### config.mk
export PLATFORM = sky130hd
export DESIGN_NAME = axi2ahb_bridge
export DESIGN_NICKNAME = d
export VERILOG_FILES = /design/src/rtl/axi2ahb_bridge.sv
export SDC_FILE = /design/constraint.sdc
export NUM_CORES = 1
export LEC_CHECK = 0
export BUFFER_PORTS_ARGS = -buffer_cell sky130_fd_sc_hd__clkbuf_2
export CAP_MARGIN = 20
export CORE_AREA = 2 2 101 103
export CTS_BUF_LIST = sky130_fd_sc_hd__clkbuf_16
export DETAILED_ROUTE_END_ITERATION = 8
export DIE_AREA = 0 0 103 105
export GPL_TIMING_DRIVEN = 0
export PLACE_DENSITY = 0.93
export RECOVER_POWER = 100
export SYNTH_ARGS = -nofsm -noshare
export SYNTH_HDL_FRONTEND = slang
export SYNTH_SLANG_ARGS = --single-unit
### constraint.sdc
create_clock -name clk -period 4.4 [get_ports clk]
set_clock_uncertainty 0.05 [all_clocks]
set_input_delay 0.22 -clock clk [delete_from_list [all_inputs] [get_ports clk]]
set_output_delay 0.22 -clock clk [all_outputs]
set_load 0.005 [all_outputs]
### src/rtl/axi2ahb_bridge.sv
// AXI4-Lite slave to AHB-Lite master bridge, one transaction outstanding.
// Latency: zero-wait write gives bvalid 3 cycles after the AW/W handshake; a read gives rvalid 3 cycles after AR.
// Backpressure: AXI readies only in IDLE; B/R held until bready/rready; AHB waits stall via hready.
//
// Ports:
//   clk, reset_n          clock, asynchronous active-low reset
//   axi_aw*/axi_w*/axi_b* AXI4-Lite write address, data and response channels
//   axi_ar*/axi_r*        AXI4-Lite read address and data channels
//   ahb_h*                AHB-Lite master (NONSEQ/IDLE only, single transfers)
// Build option: define AXI2AHB_WSTRB_SPLIT_EN to issue a non-contiguous or
// misaligned strobe as one byte transfer per set lane (ascending). Without it,
// such a strobe goes out as one full-width transfer at the aligned address.
module axi2ahb_bridge #(
    parameter int P_AW         = 32,
    parameter int P_DW         = 32,
    parameter int P_USE_ARSIZE = 1
) (
    input  logic                clk,
    input  logic                reset_n,
    input  logic [P_AW-1:0]     axi_awaddr,
    input  logic                axi_awvalid,
    output logic                axi_awready,
    input  logic [P_DW-1:0]     axi_wdata,
    input  logic [P_DW/8-1:0]   axi_wstrb,
    input  logic                axi_wvalid,
    output logic                axi_wready,
    output logic [1:0]          axi_bresp,
    output logic                axi_bvalid,
    input  logic                axi_bready,
    input  logic [P_AW-1:0]     axi_araddr,
    input  logic [2:0]          axi_arsize,
    input  logic                axi_arvalid,
    output logic                axi_arready,
    output logic [P_DW-1:0]     axi_rdata,
    output logic [1:0]          axi_rresp,
    output logic                axi_rvalid,
    input  logic                axi_rready,
    output logic [P_AW-1:0]     ahb_haddr,
    output logic [2:0]          ahb_hsize,
    output logic [1:0]          ahb_htrans,
    output logic                ahb_hwrite,
    output logic [P_DW-1:0]     ahb_hwdata,
    input  logic [P_DW-1:0]     ahb_hrdata,
    input  logic                ahb_hresp,
    input  logic                ahb_hready
);

    localparam int          NB       = P_DW / 8;
    localparam int          LB       = $clog2(NB);
    localparam logic [2:0]  MAX_SIZE = 3'(LB);
    localparam logic        GRANT_RD = 1'b1;
    localparam logic [1:0]  RESP_OK  = 2'b00;
    localparam logic [1:0]  RESP_ERR = 2'b10;
`ifdef AXI2AHB_WSTRB_SPLIT_EN
    localparam logic        SPLIT    = 1'b1;
`else
    localparam logic        SPLIT    = 1'b0;
`endif

    typedef enum logic [2:0] {S_IDLE, S_WADDR, S_WDATA, S_RADDR, S_RDATA, S_BRESP, S_RRESP} state_t;

    state_t            state_q, state_d;
    logic              last_grant_q, last_grant_d;
    logic [P_AW-1:0]   haddr_q, haddr_d;
    logic [2:0]        hsize_q, hsize_d;
    logic [P_DW-1:0]   wdata_q, wdata_d;
    logic [NB-1:0]     strb_q, strb_d;     // lanes still to be issued after the current transfer
    logic [1:0]        bresp_q, bresp_d;
    logic [1:0]        rresp_q, rresp_d;
    logic [P_DW-1:0]   rdata_q, rdata_d;
    logic              aw_rdy, ar_rdy;

    // Strobe decode, shared by the first transfer (incoming wstrb) and each
    // follow-on split byte (remaining lanes).
    logic [NB-1:0]     dec_strb, dec_rem;
    logic [2:0]        dec_size;
    logic [LB-1:0]     dec_lane, low_lane;
    logic              dec_ok;
    logic [2:0]        rd_size;

    always_comb begin
        dec_strb = (state_q == S_IDLE) ? axi_wstrb : strb_q;
        low_lane = '0;
        for (int l = NB - 1; l >= 0; l--) begin
            if (dec_strb[l]) low_lane = LB'(l);
        end
        dec_ok   = 1'b0;
        dec_size = MAX_SIZE;
        dec_lane = '0;
        dec_rem  = '0;
        // A naturally aligned power-of-two run of lanes maps onto one transfer.
        for (int s = 0; s <= LB; s++) begin
            for (int l = 0; l < NB; l += (1 << s)) begin
                if (dec_strb == NB'(((1 << (1 << s)) - 1) << l)) begin
                    dec_ok   = 1'b1;
                    dec_size = 3'(s);
                    dec_lane = LB'(l);
                end
            end
        end
        if (!dec_ok && SPLIT) begin
            dec_size = 3'd0;
            dec_lane = low_lane;
            dec_rem  = dec_strb & ~(NB'(1) << low_lane);
        end
    end

    assign rd_size = (P_USE_ARSIZE == 0)    ? MAX_SIZE :
                     (axi_arsize > MAX_SIZE) ? MAX_SIZE : axi_arsize;

    always_comb begin
        state_d      = state_q;
        last_grant_d = last_grant_q;
        haddr_d      = haddr_q;
        hsize_d      = hsize_q;
        wdata_d      = wdata_q;
        strb_d       = strb_q;
        bresp_d      = bresp_q;
        rresp_d      = rresp_q;
        rdata_d      = rdata_q;
        aw_rdy       = 1'b0;
        ar_rdy       = 1'b0;
        case (state_q)
            S_IDLE: begin
                // With both pending, the type not served last wins.
                if (axi_awvalid && axi_wvalid && (!axi_arvalid || last_grant_q == GRANT_RD)) begin
                    aw_rdy              = 1'b1;
                    wdata_d             = axi_wdata;
                    bresp_d             = RESP_OK;
                    haddr_d             = axi_awaddr;
                    haddr_d[LB-1:0]     = dec_lane;
                    hsize_d             = dec_size;
                    strb_d              = dec_rem;
                    state_d             = (axi_wstrb == '0) ? S_BRESP : S_WADDR;
                end else if (axi_arvalid) begin
                    ar_rdy  = 1'b1;
                    haddr_d = axi_araddr;
                    hsize_d = rd_size;
                    state_d = S_RADDR;
                end
            end
            S_WADDR: if (ahb_hready) state_d = S_WDATA;
            S_WDATA: begin
                if (ahb_hready) begin
                    if (ahb_hresp) begin
                        bresp_d = RESP_ERR;
                        strb_d  = '0;
                        state_d = S_BRESP;
                    end else if (strb_q != '0) begin
                        haddr_d[LB-1:0] = dec_lane;
                        hsize_d         = dec_size;
                        strb_d          = dec_rem;
                        state_d         = S_WADDR;
                    end else begin
                        state_d = S_BRESP;
                    end
                end
            end
            S_RADDR: if (ahb_hready) state_d = S_RDATA;
            S_RDATA: begin
                if (ahb_hready) begin
                    rdata_d = ahb_hrdata;
                    rresp_d = ahb_hresp ? RESP_ERR : RESP_OK;
                    state_d = S_RRESP;
                end
            end
            S_BRESP: begin
                if (axi_bready) begin
                    last_grant_d = ~GRANT_RD;
                    state_d      = S_IDLE;
                end
            end
            S_RRESP: begin
                if (axi_rready) begin
                    last_grant_d = GRANT_RD;
                    state_d      = S_IDLE;
                end
            end
            default: state_d = S_IDLE;
        endcase
    end

    always_ff @(posedge clk or negedge reset_n) begin
        if (!reset_n) begin
            state_q      <= S_IDLE;
            last_grant_q <= GRANT_RD;
            haddr_q      <= '0;
            hsize_q      <= '0;
            wdata_q      <= '0;
            strb_q       <= '0;
            bresp_q      <= '0;
            rresp_q      <= '0;
            rdata_q      <= '0;
        end else begin
            state_q      <= state_d;
            last_grant_q <= last_grant_d;
            haddr_q      <= haddr_d;
            hsize_q      <= hsize_d;
            wdata_q      <= wdata_d;
            strb_q       <= strb_d;
            bresp_q      <= bresp_d;
            rresp_q      <= rresp_d;
            rdata_q      <= rdata_d;
        end
    end

    // Readies are combinational on the valids; gate them so nothing is
    // accepted while reset is held.
    assign axi_awready = aw_rdy && reset_n;
    assign axi_wready  = aw_rdy && reset_n;
    assign axi_arready = ar_rdy && reset_n;
    assign axi_bvalid  = (state_q == S_BRESP);
    assign axi_bresp   = bresp_q;
    assign axi_rvalid  = (state_q == S_RRESP);
    assign axi_rresp   = rresp_q;
    assign axi_rdata   = rdata_q;
    assign ahb_htrans  = (state_q == S_WADDR || state_q == S_RADDR) ? 2'b10 : 2'b00;
    assign ahb_hwrite  = (state_q == S_WADDR);
    assign ahb_haddr   = haddr_q;
    assign ahb_hsize   = hsize_q;
    assign ahb_hwdata  = wdata_q;

endmodule

Yosys cells after proc, flatten, opt, wreduce, memory -nomap -nowiden
Index checks and enable logic that the tools add are counted.

Register bits: 111. Logic and storage cells: 115. Output and inout port bits: 111.

Order comparisons: 1. Reduce and logical (&&, ||, !) cells: 21. Eq/ne operators: 25. Mux-type cells: 58.

Operator list (count): 3-bit two-way mux (23); 32-bit two-way mux (2); 2-bit two-way mux (14); 3-bit one-hot mux with 7 select lines (1); 4-bit two-way mux (5); 4-bit equality test, second input constant (3); 2-bit inequality test, second input constant (6); 3-bit equality test, second input constant (3); 4-bit by 2-bit equality test with 1-bit output, second input constant (2); 1-bit two-way mux (8); 2-bit by 1-bit inequality test with 1-bit output, second input constant (4); 2-bit one-hot mux with 2 select lines (2); 4-bit one-hot mux with 2 select lines (1); 4-bit AND reduction (2); 7-bit AND reduction (1); 3-bit by 2-bit equality test with 1-bit output, second input constant (2); 3-bit one-hot mux with 2 select lines (1); 2-bit AND reduction (3); 2-bit nonzero test (3); 5-bit AND reduction (1); 4-bit by 1-bit equality test with 1-bit output, second input constant (1); 4-bit by 3-bit equality test with 1-bit output, second input constant (1); 1-bit logical AND (4); 4-bit logical NOT (1); 10 further kinds (11).

Logic depth before layout (Yosys ltp)
Gate-level depths: netlist of run 1.

Depth after elaboration: 14. Mapped depth: 7. Mapped depth without buffers: 4.

Worst setup path after synthesis of run 1
OpenSTA, ideal clock, no wires.

Path type: register to output. From: reg state_q[0]. To: out axi_wready. Data required time: 4130 ps. Slack: 2672 ps. Cell stages (with the launch flop): 8. Data arrival time: 1458 ps. Buffers on the path: 4. Cells stage by stage: dfrtp_1 buf_6 nor3_4 nor3b_2 buf_6 buf_8 and2_1 buf_4.

Cells in the longest elaborated chain, start to end: 3.

Ends and longest elaborated chain: start: declaration (RTL line 62) `state_t state_q, state_d;`; start signal: assignment (RTL line 195) `state_q <= state_d;`; 3-bit logical NOT (RTL line 123) `case (state_q)`; 1-bit two-way mux (RTL line 123); 1-bit logical AND; end: declaration (RTL line 26) `output logic axi_wready,`.

Every way passes these cells.

Worst setup path in the final report of run 1
From: reg state_q[0]. To: out axi_wready.

Cells in the longest elaborated chain, start to end: 3.

Ends and longest elaborated chain: 3-bit logical NOT (RTL line 123); 1-bit two-way mux (RTL line 123); 1-bit logical AND (RTL line 210) `assign axi_wready = aw_rdy && reset_n;`.

Every way passes these cells.

==> key figures, run 1 <==
Outcome
  • Status: complete, no violations

Worst setup path
  • Worst setup path category: reg2out
  • Startpoint Class: register
  • CP max FO: 10
  • Worst EP arrival: 2950 ps
  • CP required: 4130 ps
  • Critical path capture point type: output pin

Synthesis
  • Post-synthesis cell type count: 44
  • Mapped Avg Cell Area: 12.94 um^2
  • Post-Syn Area: 4567 um^2
  • Synth Area in Compound Gates: 0.06521
  • Async SR Flop Fraction: 1.000
  • Synth Area in Adders: 0
  • Mapped Cells: about 350
  • Yosys top cell by area: dfrtp_1
  • Synth Area in Simple Gates: 0.07068
  • Post-synth top area share: 0.5699
  • Synth Flop Type: dfrtp_1
  • Post-synth EDFFs: 0
  • Post-Synth XOR/XNOR Area: 0.003836
  • Main area contributors after synthesis: dfrtp_1 (57%), mux2_2 (12%), mux2i_1 (6.8%)
  • Multiplexer share of the synthesized area: 0.2389
  • Register area share after synthesis: 0.5756
  • Largest family of logic cells by synthesized area: multiplexers
  • YS warnings: 0
  • Post-synthesis sequential element count: 105

Power and ir drop
  • Power Dens Cells: 650.1 nW/um^2
  • Leakage: 2.992 nW
  • Peak supply drop: around 0.00028 V

Route
  • Initial drt markers: just under 100
  • Routed via count: 3732
  • Drt total wl: 12450 um
  • Vias per cell: 4.943
  • Final ANT Viol Nets: 0
  • Routed len/inst: 16.49 um
  • Number of remaining DRC errors: 0
  • Drt first pass iters: 4

Placed design
  • Number of I/O port buffers: 249
  • Placed Cells: around 740
  • Post-DP HPWL: 9811 um
  • Gpl congestion: ~0.80

Die
  • Starting Density: 0.4738
  • Core Area: 9639 um^2
  • # IOs: roughly 260
  • Die Wd: 103 um
  • Die H: ~110 um
  • Die area: around 11000 um^2
  • FP Rows: 36

CTS
  • Worst-skew pair later-pin latency: 340 ps
  • Clock tree sinks: roughly 110
  • CTS tree: yes
  • H-tree levels: 3
  • Clock slew at reported path FFs: 70 ps
  • CTS buffer count: 9
  • CTS root buffer: clkbuf_16
  • # resized after CTS: 0
  • Clock Path Buffers: 2

Timing
  • Fin Hold WS: 45.65 ps
  • Tcrit/Tclk final: 0.7328
  • RSZ-0062 raised after global routing: false
  • # setup viols final: 0
  • Total negative slack: 0 ps
  • Slew Limit Fails: 0
  • Slew margin rel.: 0.5039
  • Crit path time final: 3224 ps
  • Least-Margin Pin Slew: about 740 ps
  • Peak Freq: 310.1 MHz
  • Final hold vios: 0

Global routing
  • Global-route wire length before repair: about 20000 um
  • Gr usage total: 0.2393
  • Antenna violations before repair: 0
  • Gr ovfl total: 0
  • Vias in the first global route: 4032
  • Largest net degree at the start of global routing: 58

Hold path
  • Min-delay worst type: in2reg

Finish
  • Ant diodes: 0
  • Layout area overhead: 34.60%
  • Final #Nets: 761
  • Fin cells: between 700 and 800
  • Layout cell share with drive strength beyond 1: 0.4084

Flow run
  • Max-Cap Viols: 0
## worst max-delay path, cell delays in order, from the launching register on
cell and delay [ps]:
dfrtp_1 360, clkbuf_1 220, nor3_1 530, nor3b_1 390, buf_6 230, clkbuf_1 430
and2_0 240, buf_4 120, clkbuf_2 100
## layer usage
layer	wire length [um]	GRT usage
met5	0	0
met4	202	0.08271
met3	1175	0.08495
met2	6367	0.4160
met1	4707	0.2667
## cells in the final DEF (no fill, tap or decap), types with 3 or more instances in the layout
cell,Yosys,final
clkbuf_2,0,179
a21oi_1,4,4
buf_4,7,5
clkbuf_1,6,87
bufinv_16,0,3
inv_1,2,3
conb_1,1,3
nand2_1,39,39
mux2_2,48,48
mux2i_1,31,31
dfrtp_1,104,104
o21ai_0,33,34
nor3_1,4,5
nor2_1,11,12
clkbuf_16,0,9
mux2_1,8,17
nor3b_1,2,3
## power by group
part	switching, mW	internal [mW]	total (mW)
Combinational	0.711	0.695	1.41
Sequential	0.253	1.44	1.70
Clock	0.344	0.551	0.896
## logic make-up after synthesis
family	Yosys count
AO/OA/AOI/OAI	52
XOR/XNOR	2
buffers and inverters	27
flip-flops	105
multiplexers	97
other	1
AND/OR/NAND/NOR	69
## cell type report
type,instances,area (um^2)
clock buffers,9,225.2
plain buffers,25,121.4
fillers,793,3492
flip-flops and latches,105,2629
repair buffers,251,1200
well taps,133,166.4
clock inverters,7,110.1
multi-input cells,223,1688
inverters,2,7.507
## sequential cells by signal, indices dropped and copies added, names as in the netlist
signal and count:
ahb_haddr 32, ahb_hsize 3, ahb_hwdata 32, axi_bresp 1
axi_rdata 32, axi_rresp 1, last_grant_q 1, state_q 3
## stage by stage
stage	util	setup slack (ps)	power [mW]	area (um^2)
final	0.6377	1176	3.996	6147
after global routing	0.6377	979.9	4.292	6147
after CTS	0.6600	1927	4.198	6362
after detailed placement	0.6242	2362	3.299	6017
after global placement	0.6211	1460	3.195	5987
after floorplan	-	2672	2.505	4574
## final timing paths
path | startpoint | endpoint | slack (ps) | cells after the start
min in group asynchronous | reset_n | ahb_hwdata[20]$_DFFE_PN0P_ | 490 | 2
max in group asynchronous | reset_n | ahb_hwdata[29]$_DFFE_PN0P_ | 3090 | 3
setup / recovery | state_q[0]$_DFFE_PN0P_ | axi_wready | 1180 | 8
hold reg to reg | ahb_haddr[5]$_DFFE_PN0P_ | ahb_haddr[5]$_DFFE_PN0P_ | 440 | 2
hold / removal | axi_wdata[28] | ahb_hwdata[28]$_DFFE_PN0P_ | 50 | 2
setup reg to reg | state_q[0]$_DFFE_PN0P_ | ahb_hwdata[20]$_DFFE_PN0P_ | 1610 | 6
## timing repair
action                    4_1_cts  5_1_grt
hold buffers                    1        0
buffers inserted                0        0
hold endpoints to repair       48        0
## Yosys cell counts, types with 2 or more instances
library cell	n
nor3b_1	2
o31ai_1	2
a32oi_1	2
mux2_1	8
buf_4	7
buf_2	4
mux2_2	48
mux2_4	10
a21oi_1	4
nor3_1	4
clkbuf_1	6
dfrtp_1	104
o21ai_0	33
mux2i_1	31
nor2_1	11
buf_6	6
and3_1	2
nand2_1	39
and2_1	2
inv_1	2
o21ai_1	2
a21o_1	2
No activity file was read; power rests on OpenSTA's default activity.
==> inputs of run 2 (changes only) <==
--- a/config.mk
+++ b/config.mk
@@ -7,12 +7,12 @@
 export LEC_CHECK = 0
 export BUFFER_PORTS_ARGS = -buffer_cell sky130_fd_sc_hd__clkbuf_2
 export CAP_MARGIN = 20
-export CORE_AREA = 2 2 101 103
+export CORE_AREA = 2 2 105 107
 export CTS_BUF_LIST = sky130_fd_sc_hd__clkbuf_16
 export DETAILED_ROUTE_END_ITERATION = 8
-export DIE_AREA = 0 0 103 105
+export DIE_AREA = 0 0 107 109
 export GPL_TIMING_DRIVEN = 0
-export PLACE_DENSITY = 0.93
+export PLACE_DENSITY = 0.88
 export RECOVER_POWER = 100
 export SYNTH_ARGS = -nofsm -noshare
 export SYNTH_HDL_FRONTEND = slang
==> constraint.sdc (replaced) <==
create_clock -name clk -period 3.2 [get_ports clk]
set_clock_uncertainty 0.05 [all_clocks]
set_input_delay 0.16 -clock clk [delete_from_list [all_inputs] [get_ports clk]]
set_output_delay 0.16 -clock clk [all_outputs]
set_load 0.005 [all_outputs]
==> key figures, run 2 (synthesis gave the netlist of run 1 again) <==
Timing
  • Final hold vios: 1
  • Crit path time final: 2590 ps
  • Slew margin rel.: 0.5004
  • Final worst-path setup slack: between 600 and 700 ps
  • RSZ-0062 raised after global routing: false
  • Peak Freq: 386.1 MHz
  • Least-Margin Pin Slew: 749.5 ps
  • Total negative slack: 0 ps
  • Fin Hold WS: -2.854 ps
  • Tcrit/Tclk final: 0.8094
  • # setup viols final: 0
  • Slew Limit Fails: 0

Worst setup path
  • R2R Path End: ahb_hwdata[20]$_DFFE_PN0P_
  • Startpoint Class: register
  • CP cell instances: buf_6 -> nor3_1 -> nor3b_2 -> buf_6 -> buf_8 -> and2_0 -> clkbuf_4 -> clkbuf_2
  • Worst setup path category: reg2out
  • Critical path capture point type: output pin
  • CP max FO: 10
  • Slowest Stage Delay on Critical Path: 450 ps
  • Reg-to-Reg Start: state_q[0]$_DFFE_PN0P_
  • Worst EP arrival: around 2400 ps
  • Worst R2R Setup Slack: 650 ps
  • R2R depth: 6
  • CP required: 2990 ps
  • Most used cell, CP: buf_6
  • Critical path's slowest cell: nor3_1

CTS
  • CTS tree: yes
  • CTS root buffer: clkbuf_16
  • Worst-skew pair later-pin latency: 330 ps
  • Clock tree sinks: 105
  • CTS buffer count: 9
  • Clock Path Buffers: 2
  • H-tree levels: 3
  • Clock slew at reported path FFs: 80 ps

Route
  • Drt first pass iters: 6
  • Routed len/inst: between 15 and 20 um
  • Routed via count: 3778
  • Initial drt markers: 104
  • Drt total wl: 11950 um
  • Vias per cell: approximately 4.8
  • Final ANT Viol Nets: 0
  • Number of remaining DRC errors: 0

Global routing
  • Gr ovfl total: 0
  • Largest net degree at the start of global routing: 57
  • Vias in the first global route: 3811
  • M3 GR Usage: 0.03766
  • GR Util met2: 0.3676
  • Gr usage total: 0.2041
  • Antenna violations before repair: 0
  • Global-route wire length before repair: between 15000 and 20000 um
  • GRT busiest layer: met2
  • GRT met1 Usage: 0.2509

Placed design
  • Area after DPL: 6026 um^2
  • Number of I/O port buffers: around 250
  • Dpl ws: 1265 ps
  • Gpl congestion: 0.7750
  • Post-DP HPWL: roughly 9000 um

Flow run
  • Max-Cap Viols: 0

Finish
  • Util after Layout: 0.6030
  • Commonest cells after routing, fill and taps aside: clkbuf_2 (190), dfrtp_1 (104), clkbuf_1 (74), mux2_2 (48), nand2_1 (39)
  • Layout area overhead: 40.00%
  • Fin area: 6394 um^2
  • Final #Nets: 787
  • Most common cell after layout, fill and taps aside: clkbuf_2
  • Layout cell share with drive strength beyond 1: 0.4151
  • Ant diodes: 0

Die
  • # IOs: between 200 and 300
  • Die H: 109 um
  • Die area: 11660 um^2
  • Core Area: 10600 um^2
  • FP Rows: 38
  • Die Wd: around 110 um
  • Starting Density: 0.4307

Power and ir drop
  • Peak supply drop: 0.0004035 V
  • Leakage: 3.112 nW
  • Power Dens Cells: 831.6 nW/um^2

Hold path
  • Hold depth: 2
  • Min-delay worst type: in2reg
  • Hold wc startpoint: axi_wdata[21]
  • Min-Delay Endpoint: ahb_hwdata[21]$_DFFE_PN0P_

Outcome
  • Failing checks: negative hold slack
  • Status: finished with violations
## run 2: cell count changes in the layout (fill, tap and decap cells not counted), moves of 3 or more
cell           previous run  this run
bufinv_16                 3         0
clkbuf_1                 87        74
clkbuf_2                179       190
dlygate4sd3_1             1        27
## run 2: metal layers
metal / vias to the layer above / routed length (um)
met1: 1780 / 4787
met4: 0 / 159
li1: 1812 / -
met2: 174 / 6192
met5: - / 0
met3: 12 / 812
## run 2: through the flow
step                power (mW)  cells
CTS                      5.556    780
global placement         4.394    744
finish                   5.317    788
detailed placement       4.516    745
floorplan                3.445    355
global route             5.705    788
## run 2: cell type report
class / instances / area [um^2]
multi-input combinational: 223 / 1695
fill: 902 / 4209
clock inverter: 7 / 47.55
tap: 140 / 175.2
inverter: 2 / 7.507
sequential: 105 / 2629
timing repair buffer: 277 / 1474
clock buffer: 9 / 225.2
buffer: 25 / 140.1
## run 2: worst max path at each step
stage	start	end	slack [ps]	cells after the start
after global placement	reset_n	axi_wready	380	4
after detailed placement	state_q[0]$_DFFE_PN0P_	axi_wready	1260	8
after CTS	reset_n	axi_wready	860	6
after global routing	state_q[0]$_DFFE_PN0P_	axi_wready	420	8
after floorplan	state_q[0]$_DFFE_PN0P_	ahb_hwdata[26]$_DFFE_PN0P_	1520	6
final	state_q[0]$_DFFE_PN0P_	axi_wready	610	8
## run 2: critical path: cells and delay by family (launching register included)
| family | cells | cell delay (ps) |
|---|---|---|
| simple gates | 3 | 950 |
| flops | 1 | 380 |
| buf+inv | 5 | 720 |
## run 2: what timing repair did
| item | in CTS | in global routing |
|---|---|---|
| hold buffers | 19 | 8 |
| resized for setup | 0 | 0 |
| hold endpoints to repair | 72 | 8 |
| setup buffers | 0 | 0 |
## run 2: where the power goes
part	total [mW]	leakage, nW	internal (mW)	switching (mW)
combinational	1.97	1.70	1.01	0.962
clock	1.01	0.132	0.528	0.486
sequential	2.33	1.28	1.98	0.350
total	5.32	3.11	3.52	1.80
